$ cat src/rtl/led_flick_sequencer_pkg.sv
// Shared encodings, widths and count limits for the LED flick sequencer.
// The thermometer helper is used by the top to build the LED bar.
package led_flick_sequencer_pkg;

    localparam int COUNT_W = 5;
    localparam int LED_W   = 15;

    typedef enum logic [2:0] {
        ST_IDLE      = 3'd0,
        ST_UP15      = 3'd1,
        ST_DOWN5     = 3'd2,
        ST_UP10      = 3'd3,
        ST_DOWN0     = 3'd4,
        ST_UP5       = 3'd5,
        ST_DOWN0_END = 3'd6
    } seq_state_t;

    localparam logic [COUNT_W-1:0] CNT_MAX  = 5'd15;
    localparam logic [COUNT_W-1:0] CNT_TEN  = 5'd10;
    localparam logic [COUNT_W-1:0] CNT_FIVE = 5'd5;
    localparam logic [COUNT_W-1:0] CNT_FOUR = 5'd4;
    localparam logic [COUNT_W-1:0] CNT_ONE  = 5'd1;
    localparam logic [COUNT_W-1:0] CNT_ZERO = 5'd0;

    function automatic logic [LED_W-1:0] thermometer(input logic [COUNT_W-1:0] level);
        logic [LED_W-1:0] bar;
        bar = '0;
        for (int unsigned i = 0; i < LED_W; i++) begin
            bar[i] = (i < 32'(level));
        end
        return bar;
    endfunction

endpackage

$ cat src/rtl/led_flick_next_step.sv
// Pure next-step decode of the brightness sequence: given the current state,
// count and pending request, produce the values to load on the next tick.
module led_flick_next_step
    import led_flick_sequencer_pkg::*;
(
    input  logic               f,
    input  logic [COUNT_W-1:0] count,
    input  seq_state_t         state,
    output logic [COUNT_W-1:0] next_count,
    output seq_state_t         next_state,
    output logic               decision
);

    logic at_turn;

    always_comb begin
        next_state = state;
        next_count = count;
        decision   = 1'b0;
        at_turn    = (count == CNT_FOUR) || (count == CNT_ZERO);
        case (state)
            ST_IDLE: begin
                decision = 1'b1;
                if (f) begin
                    next_state = ST_UP15;
                    next_count = CNT_ONE;
                end else begin
                    next_count = CNT_ZERO;
                end
            end
            ST_UP15: begin
                if (count < CNT_MAX) begin
                    next_count = count + CNT_ONE;
                end else begin
                    next_state = ST_DOWN5;
                    next_count = CNT_MAX - CNT_ONE;
                end
            end
            ST_DOWN5: begin
                if (count != CNT_FOUR) begin
                    next_count = count - CNT_ONE;
                end else begin
                    decision   = 1'b1;
                    next_state = f ? ST_UP15 : ST_UP10;
                    next_count = CNT_FIVE;
                end
            end
            ST_UP10: begin
                if (count != CNT_TEN) begin
                    next_count = count + CNT_ONE;
                end else begin
                    next_state = ST_DOWN0;
                    next_count = CNT_TEN - CNT_ONE;
                end
            end
            ST_DOWN0: begin
                // Both count 4 and count 0 are decision points; only 0 can fall through to UP5.
                decision = at_turn;
                if (at_turn && f) begin
                    next_state = ST_UP10;
                    next_count = count + CNT_ONE;
                end else if (count == CNT_ZERO) begin
                    next_state = ST_UP5;
                    next_count = CNT_ONE;
                end else begin
                    next_count = count - CNT_ONE;
                end
            end
            ST_UP5: begin
                if (count != CNT_FIVE) begin
                    next_count = count + CNT_ONE;
                end else begin
                    next_state = ST_DOWN0_END;
                    next_count = CNT_FOUR;
                end
            end
            ST_DOWN0_END: begin
                if (count != CNT_ZERO) begin
                    next_count = count - CNT_ONE;
                end else begin
                    next_state = ST_IDLE;
                    next_count = CNT_ZERO;
                end
            end
            default: begin
                next_state = ST_IDLE;
                next_count = CNT_ZERO;
            end
        endcase
    end

endmodule

$ cat src/rtl/led_flick_sequencer.sv
// Button-triggered LED bar sequencer: synchronizes flick requests, divides the
// clock into sequence steps and walks the brightness pattern one step per tick.
module led_flick_sequencer
    import led_flick_sequencer_pkg::*;
#(
    parameter int unsigned TICK_DIV = 25_000_000
) (
    input  logic               clk,
    input  logic               rst_n,
    input  logic               enable,
    input  logic               flick,
    output logic [LED_W-1:0]   led,
    output logic [2:0]         state,
    output logic [COUNT_W-1:0] count,
    output logic               busy,
    output logic               done
);

    localparam int unsigned         PRESC_W    = $clog2(TICK_DIV);
    localparam logic [PRESC_W-1:0]  PRESC_LAST = PRESC_W'(TICK_DIV - 1);
    localparam logic [PRESC_W-1:0]  PRESC_ONE  = PRESC_W'(1);

    logic [1:0]         sync;
    logic               sync_prev;
    logic               sync_rise;
    logic               flick_pending;
    logic [PRESC_W-1:0] presc;
    logic               tick;
    logic               f;
    seq_state_t         cur_state;
    logic [COUNT_W-1:0] cur_count;
    seq_state_t         next_state;
    logic [COUNT_W-1:0] next_count;
    logic               decision;

    assign sync_rise = sync[1] & ~sync_prev;
    assign tick      = enable && (presc == PRESC_LAST);
    // A rise landing on the deciding tick counts immediately and also stays pending.
    assign f         = flick_pending | sync_rise;

    led_flick_next_step u_next_step (
        .f          (f),
        .count      (cur_count),
        .state      (cur_state),
        .next_count (next_count),
        .next_state (next_state),
        .decision   (decision)
    );

    always_ff @(posedge clk or negedge rst_n) begin
        if (!rst_n) begin
            sync          <= '0;
            sync_prev     <= 1'b0;
            flick_pending <= 1'b0;
            presc         <= '0;
        end else begin
            sync      <= {sync[0], flick};
            sync_prev <= sync[1];
            if (sync_rise) begin
                flick_pending <= 1'b1;
            end else if (tick && decision) begin
                flick_pending <= 1'b0;
            end
            if (enable) begin
                presc <= (presc == PRESC_LAST) ? '0 : presc + PRESC_ONE;
            end
        end
    end

    always_ff @(posedge clk or negedge rst_n) begin
        if (!rst_n) begin
            cur_state <= ST_IDLE;
            cur_count <= '0;
            done      <= 1'b0;
        end else begin
            done <= tick && (cur_state == ST_DOWN0_END) && (cur_count == CNT_ZERO);
            if (tick) begin
                cur_state <= next_state;
                cur_count <= next_count;
            end
        end
    end

    assign state = cur_state;
    assign count = cur_count;
    assign busy  = (cur_state != ST_IDLE);
    assign led   = thermometer(cur_count);

endmodule

$ cat config.mk
export PLATFORM = sky130hd
export DESIGN_NAME = led_flick_sequencer
export DESIGN_NICKNAME = d
export VERILOG_FILES = /design/src/rtl/led_flick_sequencer_pkg.sv /design/src/rtl/led_flick_next_step.sv /design/src/rtl/led_flick_sequencer.sv
export SDC_FILE = /design/constraint.sdc
export NUM_CORES = 1
export LEC_CHECK = 0
export ABC_AREA = 1
export BUFFER_PORTS_ARGS = -buffer_cell sky130_fd_sc_hd__buf_2
export CAP_MARGIN = 30
export CORE_MARGIN = 3
export CORE_UTILIZATION = 25
export CTS_BUF_LIST = sky130_fd_sc_hd__clkbuf_8 sky130_fd_sc_hd__clkbuf_16
export DETAILED_ROUTE_END_ITERATION = 16
export SYNTH_ARGS = -nofsm -noshare
export SYNTH_HDL_FRONTEND = slang
export SYNTH_SLANG_ARGS = --single-unit
export TNS_END_PERCENT = 1
$ cat constraint.sdc
create_clock -name clk -period 2.75 [get_ports clk]
set_clock_uncertainty 0.2 [all_clocks]
set_input_delay 0.275 -clock clk [delete_from_list [all_inputs] [get_ports clk]]
set_output_delay 0.275 -clock clk [all_outputs]
set_load 0.05 [all_outputs]
==> results of run 1 <==
-- routing by layer --
metal	global-route usage	vias up
li1	-	1457
met1	0.1586	1333
met2	0.2002	76
met3	0.02513	8
met4	0.02804	0
met5	0	-
-- logic make-up (layout without fill, tap and decap cells) --
| family | count (synthesis) | after routing | synth area share |
|---|---|---|---|
| simple gates | 287 | 287 | 0.4567 |
| buf+inv | 80 | 110 | 0.1131 |
| flops | 38 | 38 | 0.3306 |
| compound gates | 33 | 33 | 0.06264 |
| fa+ha+maj | 5 | 5 | 0.02175 |
| xor+xnor | 5 | 5 | 0.01522 |
-- synthesized netlist by cell type --
cell | n | area share
sky130_fd_sc_hd__nand2_1 | 140 | 0.18
sky130_fd_sc_hd__nor2_2 | 9 | 0.020
sky130_fd_sc_hd__nor2_4 | 3 | 0.012
sky130_fd_sc_hd__nor2_1 | 57 | 0.074
sky130_fd_sc_hd__nor3_1 | 9 | 0.016
sky130_fd_sc_hd__nor4_1 | 1 | 0.0022
sky130_fd_sc_hd__nand2_4 | 1 | 0.0039
sky130_fd_sc_hd__nand4_1 | 13 | 0.028
sky130_fd_sc_hd__o21bai_1 | 2 | 0.0052
sky130_fd_sc_hd__o21a_1 | 1 | 0.0026
sky130_fd_sc_hd__o31ai_1 | 1 | 0.0026
sky130_fd_sc_hd__nand2_2 | 9 | 0.020
sky130_fd_sc_hd__ha_1 | 5 | 0.022
sky130_fd_sc_hd__a21oi_1 | 10 | 0.017
sky130_fd_sc_hd__a31oi_1 | 1 | 0.0022
sky130_fd_sc_hd__clkbuf_2 | 1 | 0.0017
sky130_fd_sc_hd__nand3_4 | 1 | 0.0061
sky130_fd_sc_hd__xor2_1 | 5 | 0.015
sky130_fd_sc_hd__nand3_2 | 4 | 0.014
sky130_fd_sc_hd__nor3_2 | 1 | 0.0035
sky130_fd_sc_hd__buf_2 | 1 | 0.0017
sky130_fd_sc_hd__nor4_4 | 1 | 0.0074
sky130_fd_sc_hd__o21ai_0 | 17 | 0.030
sky130_fd_sc_hd__inv_2 | 13 | 0.017
sky130_fd_sc_hd__buf_6 | 1 | 0.0039
sky130_fd_sc_hd__o311ai_1 | 1 | 0.0030
sky130_fd_sc_hd__inv_1 | 60 | 0.078
sky130_fd_sc_hd__nand3_1 | 36 | 0.063
sky130_fd_sc_hd__buf_4 | 4 | 0.010
sky130_fd_sc_hd__dfrtp_1 | 38 | 0.33
sky130_fd_sc_hd__nand3b_1 | 2 | 0.0052
-- layout by cell type (no fill, tap or decap), drive strengths merged, types with 6 or more instances in the layout --
| cell type | n |
|---|---|
| inv | 73 |
| clkbuf | 6 |
| buf | 28 |
| nor2 | 69 |
| nand4 | 13 |
| nor3 | 10 |
| a21oi | 10 |
| nand2 | 150 |
| dfrtp | 38 |
| o21ai | 17 |
| nand3 | 41 |
-- per-stage QoR --
stage | util | cell area [um^2] | hold WS (ns)
after global routing | 0.3018 | 3329 | 0.1612
after CTS | 0.3018 | 3329 | 0.1498
after floorplan | - | 2877 | -0.2206
after global placement | 0.2847 | 3141 | 0.1335
after detailed placement | 0.2847 | 3141 | 0.1362
final | 0.3018 | 3329 | 0.1471
-- flip-flops by register name, indices dropped and copies added (netlist names) --
| signal | cells |
|---|---|
| count | 5 |
| presc | 25 |
| flick_pending | 1 |
| done | 1 |
| sync | 2 |
| state | 3 |
| sync_prev | 1 |
-- worst min path at each step --
stage,from,to,slack (ns)
global placement,sync[0]$_DFF_PN0_,sync[1]$_DFF_PN0_,0.13
finish,sync[0]$_DFF_PN0_,sync[1]$_DFF_PN0_,0.15
floorplan,rst_n,count[0]$_DFFE_PN0P_,-0.22
detailed placement,sync[0]$_DFF_PN0_,sync[1]$_DFF_PN0_,0.14
CTS,sync[0]$_DFF_PN0_,sync[1]$_DFF_PN0_,0.15
global route,sync[0]$_DFF_PN0_,sync[1]$_DFF_PN0_,0.16
-- worst register-to-register path, cell delays in order (launching register included) --
cell and delay, ns:
sky130_fd_sc_hd__dfrtp_1 0.51, sky130_fd_sc_hd__inv_1 0.19, sky130_fd_sc_hd__ha_1 0.24, sky130_fd_sc_hd__inv_1 0.09, sky130_fd_sc_hd__nor2_1 0.17, sky130_fd_sc_hd__nand2_4 0.10, sky130_fd_sc_hd__nand2_1 0.10, sky130_fd_sc_hd__nand2_1 0.06
sky130_fd_sc_hd__inv_2 0.05, sky130_fd_sc_hd__nand2_1 0.08, sky130_fd_sc_hd__inv_2 0.10, sky130_fd_sc_hd__nand3_2 0.09, sky130_fd_sc_hd__nand2_1 0.06, sky130_fd_sc_hd__nand2_1 0.05
-- area by class of cell --
class,count,area (um^2)
fill,1210,7701
multi-input combinational,330,1600
sequential,38,950.9
inverter,73,274.0
tap,140,175.2
timing repair buffer,30,160.2
clock buffer,6,138.9
clock inverter,1,30.03
-- what timing repair did --
| item | CTS | global route |
|---|---|---|
| gates resized for setup | 0 | 0 |
| hold endpoints to repair | 39 | 0 |
| hold buffers | 2 | 0 |
-- power by group through the flow --
stage,Combinational (uW),Sequential [uW],Clock (uW)
4_1_cts,403,772,683
2_1_floorplan,341,735,0
6_report,402,777,674
5_1_grt,465,795,707
3_5_place_dp,400,778,0
3_3_place_gp,394,778,0
==> parameters.txt, run 1 <==
Parameter                              Value

Critical path
  Maximum net fanout on the critical path ... 11
  Destination of the critical timing path ... state[1]$_DFFE_PN0P_
  Top cell family by delay on the critical path ... simple AND/OR/NAND/NOR gates
  Crit path required time ... 2.72 ns
  Worst Setup Start Kind ... flop
  Setup slack, reg-to-reg ... 0.56 ns
  CP Cell Sequence ... inv_1 > ha_1 > inv_1 > nor2_1 > nand2_4 > nand2_1 > nand2_1 > inv_2 > nand2_1 > inv_2 > nand3_2 > nand2_1 > nand2_1
  Endpoint kind of the worst setup timing path ... flop
  Crit. Startpoint ... count[0]$_DFFE_PN0P_
  Most prevalent standard cell on the critical path ... sky130_fd_sc_hd__nand2_1
  Destination of the worst register-to-register timing path ... state[1]$_DFFE_PN0P_
  Worst Reg-to-Reg Cells ... 13
  Arr. time, crit path ... 2.16 ns
  Critical Path Max Stage Delay ... 0.51 ns
  Slowest cell on crit path ... sky130_fd_sc_hd__dfrtp_1
  Worst path buffer plus inverter count ... 4
  Worst path depth ... 13
  Class of the most critical setup path ... flop to flop
  Launching point of the worst reg2reg path ... count[0]$_DFFE_PN0P_

Placed design
  Count of input and output buffers ... 28
  Number of placed instances, taps included ... 609
  Post-place setup slack ... 0.5988 ns
  Routability congestion estimate ... 0.8907
  HPWL after detailed placement ... 5.751 mm

STA
  Post-route setup TNS ... 0 ns
  Final critical path time including I/O delays and setup ... 2.191 ns
  Setup repair after global routing missed its margin ... false
  Worst rel slew slack ... 0.4108
  Post-route clock period utilization ... 0.7969
  Endpoints failing hold ... 0
  Setup Viol. Count Final ... 0
  Slew at the pin closest to its max-slew limit ... 0.8838 ns
  Number of pins exceeding their max-slew limit in the final report ... 0
  Highest attainable clock frequency ... 0.4563 GHz
  Worst setup margin ... 0.5585 ns

Power
  Power per standard cell area ... 556.4 mW/mm^2
  Worst IR Drop VDD ... 0.0002875 V
  Design Power ... 1853 uW
  Relative contribution of the clock network to total power ... 0.364
  Sw Share ... 0.3367
  Static Leakage ... 0.001835 uW
  Sequential group share of total power ... 0.419
  Combinational Power Share ... 0.217
  Power dissipated by switching net loads ... 623.8 uW
  Total internal power ... 1229 uW

CTS
  Root buffer cell ... sky130_fd_sc_hd__clkbuf_16
  CTS sink count ... 38
  Source-to-sink clock delay at the later pin of the worst-skew pair ... 0.28 ns
  Level count of the clock H-tree ... 2
  Total clock buffers created by CTS ... 5
  Clock tree from TritonCTS ... yes
  Clock-pin slew on the worst setup and hold paths ... 0.06 ns
  Post-CTS setup buffers ... 0
  CTS Buffer Depth ... 2

Job
  Maxcap violations ... 0

Route
  Met3 wire len ... 421 um
  DRC violation total after the first TritonRoute iteration ... 230
  Met1 layer wirelength in the final routing ... 3.585 mm
  Post-DR vias/cell ... 4.650
  Total vias in the final route ... 2874
  Highest metal layer with signal wires ... met4
  Met2 WL post-DR ... 3.483 mm
  Wire length after detailed routing ... 7.551 mm
  Antenna-violating nets left ... 0
  Residual DRC count ... 0
  Detail-routed net length per standard cell ... 12.22 um
  Detailed Routing Iterations Pass 1 ... 4

Floorplan
  Area enclosed by the die boundary ... 0.01283 mm^2
  Initial core utilization ... 0.2608
  Placeable Area ... 0.01103 mm^2
  Die extent in y ... 113.3 um
  IO Pins ... 29
  Rows ... 38
  Horizontal die dimension ... 113.3 um

Synthesis
  Mean post-synth cell area ... 6.421 um^2
  Synth warnings ... 0
  Mapped cell area ... 0.002877 mm^2
  #FFs+latches synth ... 38
  Cell count after synthesis ... 448
  Fraction of the yosys area taken by sequential cells ... 0.3306
  Net count after synthesis ... 457
  Netlist cell types ... 31

Global route
  Number of global-route vias before repair ... 2740
  Total routing usage reported by global routing ... 0.1197
  GRT overflow ... 0
  Number of antenna violations at the first check in global routing ... 0
  Global-route wire length before repair ... 12.77 mm
  Pin count of the biggest net entering global routing ... 39

Cells and area
  Number of antenna repair diodes ... 0
  Final cell count without fillers ... 618
  Area growth syn-to-layout ... 15.75%
  Fraction of layout instances using a drive strength above 1 ... 0.1611
  Net count reported at finish ... 487

Worst hold path
  Worst Hold Class ... flop to flop
  WHS Path Cells ... 0

Outcome
  Outcome ... completed
(Power assumes the default switching activity.)
==> inputs of run 2 (changes only) <==
- ABC_AREA: 1 -> 0
- clock period: 2.75 -> 1.8 ns (I/O delays scaled with it)
==> run 2 against run 1 <==
  * Sequential power is 20% higher
  * Clock power shrank 3%
  * The run now ends with setup timing left
  * Wire length rose by 4.8%
  * Flip-flop and latch count unchanged
  * Largest cell class unchanged
  * Register-to-register slack got worse by 1.1 ns
  * Hold slack lost 0.078 ns
==> parameters.txt, run 2 <==
Parameter                              Value

Outcome
  Outcome ... finished with violations
  Failing checks ... setup timing

Route
  Total vias in the final route ... 2654 (-7.7%)
  Post-DR vias/cell ... 4.861 (+4.5%)
  Detail-routed net length per standard cell ... 14.49 um (+19%)
  Residual DRC count ... 0 (unchanged)
  Wire length after detailed routing ... 7.910 mm (+4.8%)
  Detailed Routing Iterations Pass 1 ... 4 (unchanged)
  Antenna-violating nets left ... 0 (unchanged)
  DRC violation total after the first TritonRoute iteration ... 68 (-70%)

Synthesis
  Synth warnings ... 0 (unchanged)
  Synth area leaders ... sky130_fd_sc_hd__dfrtp_1 (38%), sky130_fd_sc_hd__nand2_1 (4.5%), sky130_fd_sc_hd__xnor2_1 (3.9%)
  Library cell occupying the most area in the post-synthesis netlist ... sky130_fd_sc_hd__dfrtp_1
  Share of the synthesized area in the top cell type ... 0.3804 (+0.04980)
  Net count after synthesis ... 301 (-34%)
  Cell with the most instances after synthesis ... sky130_fd_sc_hd__dfrtp_1
  #FFs+latches synth ... 38 (unchanged)
  Mux contribution to synthesized area ... 0.006006 (+0.006006)
  Fraction of the mapped netlist area in simple logic gates ... 0.2888 (-0.1679)
  Mean post-synth cell area ... 8.561 um^2 (+33%)
  List of most frequent post-synthesis cells ... sky130_fd_sc_hd__dfrtp_1 (38), sky130_fd_sc_hd__nand2_1 (30), sky130_fd_sc_hd__nor2_1 (25), sky130_fd_sc_hd__inv_1 (20), sky130_fd_sc_hd__o21ai_0 (16)
  Synthesized-area fraction occupied by xor and xnor cells ... 0.06657 (+0.05134)
  EDFF count, synth ... 0 (unchanged)
  Synthesized-area fraction occupied by ao, oa, aoi and oai cells ... 0.1782 (+0.1155)
  Fraction of the yosys area taken by sequential cells ... 0.3804 (+0.04980)
  Cell count after synthesis ... 292 (-35%)
  Commonest register cell after synthesis ... sky130_fd_sc_hd__dfrtp_1
  Share of flip-flops with an asynchronous set or reset after synthesis ... 1.000 (unchanged)
  Netlist cell types ... 56 (+81%)
  Combinational family with the most area after synthesis ... simple AND/OR/NAND/NOR gates
  Mapped cell area ... 0.002500 mm^2 (-13%)
  Fraction of the mapped netlist area in adder cells ... 0.02503 (+0.003276)

Power
  Combinational Power Share ... 0.160 (-0.057)
  Sw Share ... 0.2717 (-0.06499)
  Sequential group share of total power ... 0.493 (+0.074)
  Total internal power ... 1378 uW (+12%)
  Relative contribution of the clock network to total power ... 0.347 (-0.017)
  Worst IR Drop VDD ... 0.0004234 V (+47%)
  Static Leakage ... 0.001781 uW (-2.9%)
  Power dissipated by switching net loads ... 514.4 uW (-18%)
  Power per standard cell area ... 467.3 mW/mm^2 (-16%)

STA
  Setup repair after global routing missed its margin ... true
  Number of pins exceeding their max-slew limit in the final report ... 0 (unchanged)
  Slew at the pin closest to its max-slew limit ... 0.5348 ns (-0.3491 ns)
  Post-route clock period utilization ... 1.274 (+0.4770)
  Post-route setup TNS ... -5.043 ns (-5.043 ns)
  Worst rel slew slack ... 0.6425 (+0.2317)
  Worst setup margin ... -0.4931 ns (-1.052 ns)
  Endpoints failing hold ... 0 (unchanged)
  Highest attainable clock frequency ... 0.4361 GHz (-4.4%)
  Hold WS ... 0.06954 ns (-0.07758 ns)
  Setup Viol. Count Final ... 29 (+29)
  Final critical path time including I/O delays and setup ... 2.293 ns (+0.1016 ns)

CTS
  CTS Buffer Depth ... 2 (unchanged)
  Source-to-sink clock delay at the later pin of the worst-skew pair ... 0.30 ns (+0.02 ns)
  CTS sink count ... 38 (unchanged)
  Clock-pin slew on the worst setup and hold paths ... 0.09 ns (+0.03 ns)
  Level count of the clock H-tree ... 2 (unchanged)
  Total clock buffers created by CTS ... 5 (unchanged)
  Root buffer cell ... sky130_fd_sc_hd__clkbuf_8
  Clock tree from TritonCTS ... yes

Job
  Maxcap violations ... 0 (unchanged)

Cells and area
  Leading cell types in the layout, fill and taps excluded ... sky130_fd_sc_hd__buf_4 (92), sky130_fd_sc_hd__dfrtp_1 (32), sky130_fd_sc_hd__nand2_1 (27)
  Number of antenna repair diodes ... 0 (unchanged)
  Core Util, Final ... 0.4282 (+0.1263)
  Area used by sequential logic in the layout ... 958.4 um^2 (+0.79%)
  Net count reported at finish ... 425 (-13%)
  Max reg flops ... 25 (unchanged)
  Fraction of layout instances using a drive strength above 1 ... 0.4652 (+0.3041)
  Area growth syn-to-layout ... 62.01%
  Commonest non-fill, non-tap cell in the layout ... sky130_fd_sc_hd__buf_4
  Area of combinational cells with multiple inputs ... 0.001683 mm^2 (+5.2%)
  Register with the highest flop count ... presc
  Layout filler cell count ... 928 (-23%)
  Final instance area ... 0.004050 mm^2 (+22%)

Critical path
  Arr. time, crit path ... 2.29 ns (+0.13 ns)
  Critical Path Max Stage Delay ... 0.44 ns (-0.07 ns)
  Worst path buffer plus inverter count ... 1 (-3)
  Worst Setup Start Kind ... flop
  Destination of the worst register-to-register timing path ... state[0]$_DFFE_PN0P_
  Slowest cell on crit path ... sky130_fd_sc_hd__dfrtp_2
  Maximum net fanout on the critical path ... 5 (-6)
  CP Cell Sequence ... inv_4 > ha_4 > or3b_4 > a31oi_4 > nor3_4 > or3_4 > mux2_4
  Top cell family by delay on the critical path ... simple AND/OR/NAND/NOR gates
  Endpoint kind of the worst setup timing path ... flop
  Crit path required time ... 1.79 ns (-0.93 ns)
  Setup slack, reg-to-reg ... -0.49 ns (-1.05 ns)
  Launching point of the worst reg2reg path ... count[0]$_DFFE_PN0P_
  Class of the most critical setup path ... flop to flop
  Worst Reg-to-Reg Cells ... 7 (-6)

Global route
  Number of antenna violations at the first check in global routing ... 0 (unchanged)
  Number of global-route vias before repair ... 2749 (+0.33%)
  GRT overflow ... 0 (unchanged)
  Global-route wire length before repair ... 13.10 mm (+2.6%)
  Total routing usage reported by global routing ... 0.1430 (+0.02329)
  Pin count of the biggest net entering global routing ... 19 (-51%)

Placed design
  Cell Area, Placed ... 0.003541 mm^2 (+13%)
  Routability congestion estimate ... 0.8654 (-2.8%)
  Post-place setup slack ... -0.5157 ns (-1.115 ns)
  HPWL after detailed placement ... 5.784 mm (+0.58%)
  Count of input and output buffers ... 28 (unchanged)

Worst hold path
  Worst Hold Class ... primary input to flop
  End point of the worst hold path ... presc[1]$_DFFE_PN0P_
  WHS Path Cells ... 3 (+3)
  Critical hold path startpoint ... enable

Floorplan
  Rows ... 35 (-7.9%)
  Horizontal die dimension ... 106.0 um (-6.4%)
  Area enclosed by the die boundary ... 0.01123 mm^2 (-12%)
  Initial core utilization ... 0.2643 (+0.003510)
  IO Pins ... 29 (unchanged)
  Die extent in y ... 106.0 um (-6.4%)
  Placeable Area ... 0.009459 mm^2 (-14%)
## run 2: changes by cell type in the layout (fill, tap and decap cells not counted), moves of 16 or more
| cell | change |
|---|---|
| sky130_fd_sc_hd__nor2_1 | -34 |
| sky130_fd_sc_hd__nand3_1 | -29 |
| sky130_fd_sc_hd__buf_4 | +92 |
| sky130_fd_sc_hd__nand2_1 | -113 |
| sky130_fd_sc_hd__buf_6 | +26 |
| sky130_fd_sc_hd__inv_1 | -45 |
| sky130_fd_sc_hd__buf_2 | -16 |
## run 2: metal layers
metal	track usage	wire length (um)	part of all wire	up-vias
met3	0.02914	336	0.042	11
met2	0.2523	3996	0.51	71
li1	-	-	-	1305
met1	0.1770	3485	0.44	1267
met5	0	0	0	-
met4	0.03885	91	0.012	0
## run 2: kinds of logic after synthesis
logic type,Yosys count
and+or+nand+nor,128
adders and majority gates,5
AOI/OAI and AO/OA,66
buffers and inverters,35
DFF,38
xor gates and xnor gates,19
muxes,1
## run 2: through the flow
stage	instances	power, uW
after global placement	532	1211
final	546	1893
after detailed placement	532	1227
after CTS	544	1905
after floorplan	292	1065
after global routing	546	2009
## run 2: tightest hold or removal path: cells and delay by family
kind / cells / cell delay, ns
AO/OA/AOI/OAI: 1 / 0.07
buffers and inverters: 2 / 0.29
## run 2: worst max path at each step
stage / start / endpoint / depth (start not counted)
5_1_grt: count[0]$_DFFE_PN0P_ / state[0]$_DFFE_PN0P_ / 7
3_3_place_gp: count[1]$_DFFE_PN0P_ / count[0]$_DFFE_PN0P_ / 7
6_report: count[0]$_DFFE_PN0P_ / state[0]$_DFFE_PN0P_ / 7
4_1_cts: count[1]$_DFFE_PN0P_ / state[0]$_DFFE_PN0P_ / 7
3_5_place_dp: count[1]$_DFFE_PN0P_ / state[0]$_DFFE_PN0P_ / 7
2_1_floorplan: count[0]$_DFFE_PN0P_ / state[0]$_DFFE_PN0P_ / 8
## run 2: layout make-up
class,instances,area share
Clock buffer,6,0.02039
Clock inverter,2,0.004016
Inverter,20,0.02101
Multi-Input combinational cell,219,0.4155
Sequential cell,38,0.2366
Tap cell,129,0.03985
Timing Repair Buffer,132,0.2626
## run 2: power by group through the flow
| stage | combinational (uW) | sequential, uW | clock (uW) |
|---|---|---|---|
| after floorplan | 102 | 963 | 0 |
| after global placement | 263 | 948 | 0 |
| after detailed placement | 277 | 950 | 0 |
| after CTS | 283 | 933 | 689 |
| after global routing | 339 | 940 | 730 |
| final | 304 | 933 | 656 |
## run 2: what timing repair did
| action | CTS | global route |
|---|---|---|
| endpoints found under the setup margin | 36 | 45 |
| hold buffers | 2 | 0 |
| setup buffers | 2 | 2 |
| hold endpoints to repair | 39 | 0 |
| pin swaps | 10 | 7 |
| resized for setup | 59 | 35 |
==> inputs of run 3 (changes only) <==
- CORE_MARGIN: 3 -> not set
- CORE_UTILIZATION: 25 -> 50
- PLACE_DENSITY: not set -> 0.73
- SKIP_LAST_GASP: not set -> 1
==> run 3 against run 2 <==
  * The run still ends with setup timing left
  * Die area down 53%
  * Register-to-register slack gained 0.03 ns
  * Global-route usage grew 14 points
  * Worst setup slack improved by 0.032 ns
  * Design area down 9.7%
  * Final cell count decreased by 12%
  * Via count increased by 1.2%
  * Clock power is 11% lower
  * Critical path type unchanged
==> parameters.txt, run 3 (synthesized netlist as in run 2, its figures left out) <==
Parameter                              Value

Route
  Detail-routed net length per standard cell ... 14.63 um (+0.96%)
  Total vias in the final route ... 2687 (+1.2%)
  Post-DR vias/cell ... 5.586 (+15%)
  Residual DRC count ... 0 (unchanged)
  Detailed Routing Iterations Pass 1 ... 5 (+1)
  Wire length after detailed routing ... 7.035 mm (-11%)
  Antenna-violating nets left ... 0 (unchanged)
  DRC violation total after the first TritonRoute iteration ... 197 (+190%)

Outcome
  Outcome ... finished with violations
  Failing checks ... setup timing

Cells and area
  Area used by sequential logic in the layout ... 954.7 um^2 (-0.39%)
  Fraction of layout instances using a drive strength above 1 ... 0.3937 (-0.07151)
  Area of combinational cells with multiple inputs ... 0.001515 mm^2 (-10%)
  Core Util, Final ... 0.7695 (+0.3413)
  Final cell count without fillers ... 481 (-12%)
  Register with the highest flop count ... presc
  Commonest non-fill, non-tap cell in the layout ... sky130_fd_sc_hd__buf_4
  Area growth syn-to-layout ... 46.35%
  Max reg flops ... 25 (unchanged)
  Net count reported at finish ... 423 (-0.47%)
  Layout filler cell count ... 362 (-61%)
  Number of antenna repair diodes ... 0 (unchanged)
  Leading cell types in the layout, fill and taps excluded ... sky130_fd_sc_hd__buf_4 (98), sky130_fd_sc_hd__dfrtp_1 (35), sky130_fd_sc_hd__nand2_1 (30)

Placed design
  Number of placed instances, taps included ... 468 (-12%)
  HPWL after detailed placement ... 5.428 mm (-6.2%)
  Routability congestion estimate ... 0.9249 (+6.9%)
  Count of input and output buffers ... 28 (unchanged)

CTS
  Total clock buffers created by CTS ... 5 (unchanged)
  CTS sink count ... 38 (unchanged)
  Source-to-sink clock delay at the later pin of the worst-skew pair ... 0.29 ns (about the same)
  Level count of the clock H-tree ... 2 (unchanged)
  CTS Buffer Depth ... 2 (unchanged)
  Clock tree from TritonCTS ... yes
  Clock-pin slew on the worst setup and hold paths ... 0.07 ns (-0.02 ns)
  Root buffer cell ... sky130_fd_sc_hd__clkbuf_8

Power
  Combinational Power Share ... 0.153 (-0.007)
  Sequential group share of total power ... 0.522 (+0.029)
  Total internal power ... 1355 uW (-1.7%)
  Sw Share ... 0.2465 (-0.02530)
  Relative contribution of the clock network to total power ... 0.326 (-0.021)
  Design Power ... 1798 uW (-5.0%)
  Worst IR Drop VDD ... 0.0006138 V (+45%)
  Power per standard cell area ... 491.5 mW/mm^2 (+5.2%)
  Static Leakage ... 0.001636 uW (-8.1%)
  Power dissipated by switching net loads ... 443.2 uW (-14%)

STA
  Final critical path time including I/O delays and setup ... 2.261 ns (-0.03218 ns)
  Endpoints failing hold ... 0 (unchanged)
  Post-route clock period utilization ... 1.256 (-0.01788)
  Setup Viol. Count Final ... 36 (+24%)
  Setup repair after global routing missed its margin ... true
  Number of pins exceeding their max-slew limit in the final report ... 0 (unchanged)
  Worst setup margin ... -0.4609 ns (+0.03218 ns)
  Hold WS ... 0.07325 ns (+0.003714 ns)
  Post-route setup TNS ... -7.270 ns (-2.226 ns)
  Slew at the pin closest to its max-slew limit ... 0.4986 ns (-0.03615 ns)
  Worst rel slew slack ... 0.6676 (+0.02510)
  Highest attainable clock frequency ... 0.4423 GHz (+1.4%)

Critical path
  Maximum net fanout on the critical path ... 4 (-1)
  Worst Setup Start Kind ... flop
  Endpoint kind of the worst setup timing path ... flop
  Arr. time, crit path ... 2.24 ns (-0.05 ns)
  Crit path required time ... 1.78 ns (about the same)
  Class of the most critical setup path ... flop to flop

Global route
  Number of global-route vias before repair ... 2566 (-6.7%)
  GRT overflow ... 0 (unchanged)
  Total routing usage reported by global routing ... 0.2834 (+0.1404)
  Global-route wire length before repair ... 11.54 mm (-12%)
  Pin count of the biggest net entering global routing ... 21 (+2)
  Number of antenna violations at the first check in global routing ... 0 (unchanged)

Floorplan
  Horizontal die dimension ... 72.71 um (-31%)
  Rows ... 25 (-29%)
  Area enclosed by the die boundary ... 0.005287 mm^2 (-53%)
  Initial core utilization ... 0.5258 (+0.2615)
  Die extent in y ... 72.71 um (-31%)
  IO Pins ... 29 (unchanged)
  Placeable Area ... 0.004755 mm^2 (-50%)

Worst hold path
  Worst Hold Class ... primary input to flop

Job
  Maxcap violations ... 0 (unchanged)
run 3: cell types whose count changed in the layout (fill, tap and decap cells not counted), sizes merged:
cell      before  now
clkinvlp       1    0
buf          130  128
run 3: per-stage QoR:
stage | setup slack (ns) | area [um^2]
after floorplan | -0.7545 | 2582
after global placement | -0.4872 | 3473
after detailed placement | -0.5162 | 3473
after CTS | -0.4895 | 3622
after global routing | -0.5347 | 3659
final | -0.4609 | 3659
run 3: routing by layer:
layer | routed length, um | global-route usage | share of wire | vias up
li1 | - | - | - | 1300
met1 | 2902 | 0.3404 | 0.41 | 1300
met2 | 3736 | 0.5171 | 0.53 | 75
met3 | 305 | 0.04558 | 0.043 | 12
met4 | 90 | 0.08932 | 0.013 | 0
met5 | 0 | 0 | 0 | -
run 3: what timing repair did:
action / CTS / global route
setup endpoints to repair: 38 / 45
buffers inserted: 4 / 0
pin swaps: 2 / 3
endpoints found under the hold margin: 23 / 0
hold buffers: 2 / 0
cloned: 0 / 0
gates resized for setup: 2 / 9
run 3: final timing paths:
kind,start,slack [ns],endpoint,cells past startpoint
setup / recovery,count[1]$_DFFE_PN0P_,-0.46,state[0]$_DFFE_PN0P_,7
hold / removal,enable,0.07,presc[1]$_DFFE_PN0P_,3
setup reg to reg,count[1]$_DFFE_PN0P_,-0.46,state[0]$_DFFE_PN0P_,7
hold reg to reg,sync[1]$_DFF_PN0_,0.18,sync_prev$_DFF_PN0_,0
max in group asynchronous,rst_n,0.73,presc[11]$_DFFE_PN0P_,3
min in group asynchronous,rst_n,0.18,count[3]$_DFFE_PN0P_,2
run 3: layout make-up:
class,instances,share of cell area
clock buffers,6,0.02257
repair buffers,130,0.2558
well taps,67,0.02291
flip-flops and latches,38,0.2609
inverters,20,0.02257
multi-input cells,219,0.4142
clock inverters,1,0.001026
run 3: worst max-delay path: stages, from the launching register on:
cell and delay [ns]:
sky130_fd_sc_hd__dfrtp_2 0.45, sky130_fd_sc_hd__clkinv_4 0.06, sky130_fd_sc_hd__ha_4 0.12, sky130_fd_sc_hd__or3b_4 0.39, sky130_fd_sc_hd__a31oi_4 0.19, sky130_fd_sc_hd__nor3_4 0.05
sky130_fd_sc_hd__or3_4 0.37, sky130_fd_sc_hd__mux2_4 0.30
run 3: power by group through the flow:
stage / logic (uW) / clock network [uW] / registers [uW]
floorplan: 102 / 0 / 963
global placement: 259 / 0 / 951
detailed placement: 273 / 0 / 952
CTS: 276 / 611 / 937
global route: 309 / 634 / 944
finish: 274 / 586 / 938
